<file path="config.mk">
export PLATFORM = sky130hd
export DESIGN_NAME = pipe_hazard_ctrl
export DESIGN_NICKNAME = d
export VERILOG_FILES = /design/src/rtl/pipe_hazard_ctrl.sv
export SDC_FILE = /design/constraint.sdc
export NUM_CORES = 1
export LEC_CHECK = 0
export BUFFER_PORTS_ARGS = -buffer_cell sky130_fd_sc_hd__buf_2
export CAP_MARGIN = 20
export CORE_MARGIN = 5
export CORE_UTILIZATION = 40
export CTS_CLUSTER_DIAMETER = 40
export DETAILED_ROUTE_END_ITERATION = 10
export GPL_TIMING_DRIVEN = 0
export PLACE_DENSITY = 0.66
export SYNTH_ARGS = -nofsm -noshare
export SYNTH_HDL_FRONTEND = slang
export SYNTH_SLANG_ARGS = --single-unit
</file>
<file path="constraint.sdc">
create_clock -name clk -period 1.95 [get_ports clk]
set_input_delay 0.195 -clock clk [delete_from_list [all_inputs] [get_ports clk]]
set_output_delay 0.195 -clock clk [all_outputs]
set_load 0.02 [all_outputs]
</file>
<file path="src/rtl/pipe_hazard_ctrl.sv">
// Stall/flush sequencer for the 5-stage pipe: load-use bubbles,
// taken-branch squash, dmem freeze, saturating perf counters.
module pipe_hazard_ctrl #(
  parameter int unsigned LU_STALL_CYCLES = 1,
  parameter int unsigned CNT_W           = 32
) (
  input  logic             clk,
  input  logic             reset,
  input  logic             if_id_valid,
  input  logic [4:0]       id_rs1,
  input  logic [4:0]       id_rs2,
  input  logic             id_use_rs1,
  input  logic             id_use_rs2,
  input  logic             ex_valid,
  input  logic             ex_mem_read,
  input  logic [4:0]       ex_rd,
  input  logic             mem_valid,
  input  logic             mem_br_taken,
  input  logic             dmem_busy,
  output logic             pc_en,
  output logic             if_id_en,
  output logic             id_ex_en,
  output logic             ex_mem_en,
  output logic             mem_wb_en,
  output logic             if_id_kill,
  output logic             id_ex_kill,
  output logic             ex_mem_kill,
  output logic [CNT_W-1:0] stall_count,
  output logic [CNT_W-1:0] flush_count
);

  typedef enum logic {
    RUN      = 1'b0,
    LU_STALL = 1'b1
  } state_t;

  localparam logic [2:0] LU_RELOAD = 3'(LU_STALL_CYCLES - 1);

  state_t           r_state;
  logic [2:0]       r_stall_cnt;
  logic [CNT_W-1:0] r_stall_count;
  logic [CNT_W-1:0] r_flush_count;

  logic w_hz;
  logic w_stall;
  logic w_stall_sat;
  logic w_flush_sat;
  logic w_unused;

  // mem_br_taken arrives already qualified with mem_valid
  assign w_unused = mem_valid;

  assign w_hz = if_id_valid & ex_valid & ex_mem_read
              & (ex_rd != 5'd31)
              & ((id_use_rs1 & (id_rs1 == ex_rd))
               | (id_use_rs2 & (id_rs2 == ex_rd)));

  assign w_stall     = (r_state == LU_STALL) | w_hz;
  assign w_stall_sat = &r_stall_count;
  assign w_flush_sat = &r_flush_count;

  always_comb begin
    pc_en       = 1'b1;
    if_id_en    = 1'b1;
    id_ex_en    = 1'b1;
    ex_mem_en   = 1'b1;
    mem_wb_en   = 1'b1;
    if_id_kill  = 1'b0;
    id_ex_kill  = 1'b0;
    ex_mem_kill = 1'b0;
    if (!reset) begin
      {pc_en, if_id_en, id_ex_en, ex_mem_en, mem_wb_en} = '0;
      {if_id_kill, id_ex_kill, ex_mem_kill} = '1;
    end else if (dmem_busy) begin
      {pc_en, if_id_en, id_ex_en, ex_mem_en, mem_wb_en} = '0;
    end else if (mem_br_taken) begin
      {if_id_kill, id_ex_kill, ex_mem_kill} = '1;
    end else if (w_stall) begin
      pc_en      = 1'b0;
      if_id_en   = 1'b0;
      id_ex_kill = 1'b1;
    end
  end

  always_ff @(posedge clk) begin
    if (!reset) begin
      r_state       <= RUN;
      r_stall_cnt   <= '0;
      r_stall_count <= '0;
      r_flush_count <= '0;
    end else if (dmem_busy) begin
      if (!w_stall_sat)
        r_stall_count <= r_stall_count + CNT_W'(1);
    end else if (mem_br_taken) begin
      if (!w_flush_sat)
        r_flush_count <= r_flush_count + CNT_W'(1);
      r_state     <= RUN;
      r_stall_cnt <= '0;
    end else if (r_state == LU_STALL) begin
      if (!w_stall_sat)
        r_stall_count <= r_stall_count + CNT_W'(1);
      r_stall_cnt <= r_stall_cnt - 3'd1;
      if (r_stall_cnt == 3'd1)
        r_state <= RUN;
    end else if (w_hz) begin
      if (!w_stall_sat)
        r_stall_count <= r_stall_count + CNT_W'(1);
      if (LU_STALL_CYCLES > 1) begin
        r_state     <= LU_STALL;
        r_stall_cnt <= LU_RELOAD;
      end
    end
  end

  assign stall_count = r_stall_count;
  assign flush_count = r_flush_count;

endmodule

</file>
==> run metrics <==
leakage=1.903 nW; GP Congestion=0.8746; Hold Fails Final Rpt=0; fraction of layout instances using a drive strength above 1=42.51%; Syn Area/Cell=8.113 um^2; CP Buf/Inv Count=1; EDFF count, synth=0; Worst Hold Launch=reset; Post-Place Worst Slack=-348.4 ps; total grt overflow=0; DRC=0; GR Util All Layers=18.71%; NumNets Final=598; Pre-Repair DR Iteration Count=4; CP Max Fanout=8; Crit path max-delay family=simple AND/OR/NAND/NOR gates; core box area=0.008678 mm^2; Final Critical Period=1949 ps; PD cells=587.5 mW/mm^2; Post-CTS Hold Fix Bufs=0; final worst-path cycle share=99.94%; Mapped Cells=438; status=completed; RSZ-0062 raised after global routing=true; io pins=97; FF+latch count, synth=68; Detailed Route WL=10640 um; Detail Route Antenna Nets=0; Mapped Nets=467; setup_tns=0 ps; R2R Path Start=stall_count[10]; end of the worst hold path=stall_count[31]; Reg clk slew, reported paths=80 ps; endpoint class of the critical path=flop; CTS Buf Count=9; hold crit path type=in2reg; initial antenna violation count=0; number of core rows=34; slowest cell on the critical path=or4_4; Slew Limit Headroom=59.89%; first-pass GRT wire length=17150 um; post-DP HPWL=7249 um; final core utilization=57.08%; Post-synth top flop=dfxtp_1; Antenna Diode Count=0; Worst R2R End=stall_count[20]; CP cell instances=and4_4, and3_4, nand4_1, nand3_4, buf_4, or4_4, a21oi_2; Distinct cells, synth=46; Setup WS post-layout=1.203 ps; # port buffers=94; Horiz. Die Dim=104.3 um; Area Growth Syn to Fin=39.40%; Setup CP Type=reg2reg; maximum VDD drop=0.4021 mV; skew final=13.98 ps; WHS Path Cells=3; largest net degree at the start of global routing=13; crit start category=flop; Fin Hold WS=159.4 ps; Max Clock Freq=513.1 MHz; clk_lat worst skew=350 ps; CP max stage delay=500 ps; CTS max path bufs=2; Worst R2R Setup Slack=1 ps; Slew Viols, Final=0; worst-margin pin slew=601.6 ps; Critical Path AT=2230 ps; number of clock sinks=68; root buf cell=clkbuf_8; Fillers=832; ys async rst share=0%; max_cap viols=0; Ys Warns=0; CP required=2230 ps; final setup fails=0; WL/cell=15.60 um; htree depth=3; Starting Density=40.95%; vias=3824; total power draw=2.910 mW; vias per std cell=5.607; CTS tree=built; Seq/Total Area, Yosys=38.31%; Iteration-0 DRC Markers=103; height of the die=104.3 um; area of the die=0.01087 mm^2; vias in the first global route=3643; worst r2r path cells=7; mapped cell area=0.003553 mm^2
==> layer usage <==
| layer | global-route usage [%] | part of all wire (%) |
|---|---|---|
| met1 | 22.42 | 42 |
| met2 | 31.56 | 49 |
| met3 | 6.021 | 6.7 |
| met4 | 6.198 | 2.4 |
| met5 | 0 | 0 |
==> cells in the final DEF (no fill, tap or decap), types with 3 or more instances in the layout <==
cell,synthesis,final
nand2b_1,5,5
nand3_2,2,3
a21oi_1,39,29
buf_4,4,29
and2_1,6,5
a21oi_2,0,10
nand3_1,27,24
mux2i_1,5,5
dfxtp_2,0,20
or4_1,12,9
and4_4,2,6
nor3_2,0,3
inv_1,12,12
buf_2,7,96
xnor2_1,20,20
nand4_1,26,26
or3_4,0,5
clkbuf_8,0,9
clkbuf_1,8,7
dfxtp_1,68,26
dfxtp_4,0,22
buf_6,0,7
xor2_1,14,14
and3_1,8,7
or4_4,0,3
nand2_1,34,34
o31ai_1,11,10
or3_1,24,19
nor2_1,37,34
o21ai_0,26,25
==> logic make-up after synthesis <==
group	count (synthesis)	synth area share, %
AO/OA/AOI/OAI	84	13.17
XOR/XNOR	34	8.380
adder cells (fa/ha/maj)	4	1.409
buffers and inverters	34	4.471
flip-flops	68	38.31
multiplexers	5	1.409
AND/OR/NAND/NOR	209	32.85
==> through the flow <==
stage          instance area, um^2  std cells
4_1_cts                       4619        668
3_3_place_gp                  4185        640
6_report                      4954        682
2_1_floorplan                 3580        438
3_5_place_dp                  4185        640
5_1_grt                       4954        682
==> synth_stat cells, drive strengths merged (8+ instances only) <==
master  number  area share, %
a21oi       39            5.5
dfxtp       68             38
and3        10            1.8
nand4       27            4.9
o21ai       26            3.7
xnor2       20            4.9
xor2        14            3.5
and4         8            2.2
clkbuf       9           0.99
or4         12            2.5
buf         11            1.8
nand3       29            4.4
or3         24            4.2
nor2        38            4.1
o31ai       11            2.3
inv         12            1.3
nand2       34            3.6
==> what timing repair did <==
item / CTS / global route
gates cloned: 1 / 1
pin swaps: 7 / 19
buffers inserted: 12 / 14
gates resized for setup: 42 / 76
setup endpoints to repair: 38 / 57
==> worst max-delay path by stage <==
| stage | start | end | slack (ps) | depth (start not counted) |
|---|---|---|---|---|
| 3_5_place_dp | stall_count[0] | stall_count[1] | -350 | 8 |
| 3_3_place_gp | stall_count[0] | stall_count[1] | -330 | 8 |
| 2_1_floorplan | flush_count[7] | flush_count[26] | 2 | 6 |
| 4_1_cts | flush_count[6] | flush_count[28] | 0.007 | 6 |
| 5_1_grt | stall_count[14] | stall_count[30] | -60 | 7 |
| 6_report | stall_count[10] | stall_count[20] | 1 | 7 |
==> power breakdown <==
group	switching, mW	leakage, nW	internal [mW]	total, mW
Clock	0.572	0.102	0.720	1.29
Sequential	0.0101	0.576	1.37	1.38
Combinational	0.142	1.22	0.0998	0.242
Total	0.724	1.90	2.19	2.91
==> sequential cells by signal, summed over array words and instances (netlist names) <==
signal	count
r_state	1
flush_count	32
r_stall_cnt	3
stall_count	32
==> worst reg2reg max path, delay by kind of cell (launching register included) <==
kind | cells | cell delay [ps]
AOI/OAI and AO/OA | 1 | 130
buffers and inverters | 1 | 190
DFF | 1 | 370
and+or+nand+nor | 5 | 1190
==> layout make-up <==
cell class              count  area (um^2)  area share [%]
well taps                 108        135.1           2.728
clock buffers              10        127.6           2.576
multi-input cells         336         2262           45.67
plain buffers              20        140.1           2.829
clock inverters             6        88.84           1.793
flip-flops and latches     68         1469           29.65
inverters                  13        48.80          0.9851
repair buffers            121        681.9           13.77
(Power assumes the default switching activity.)
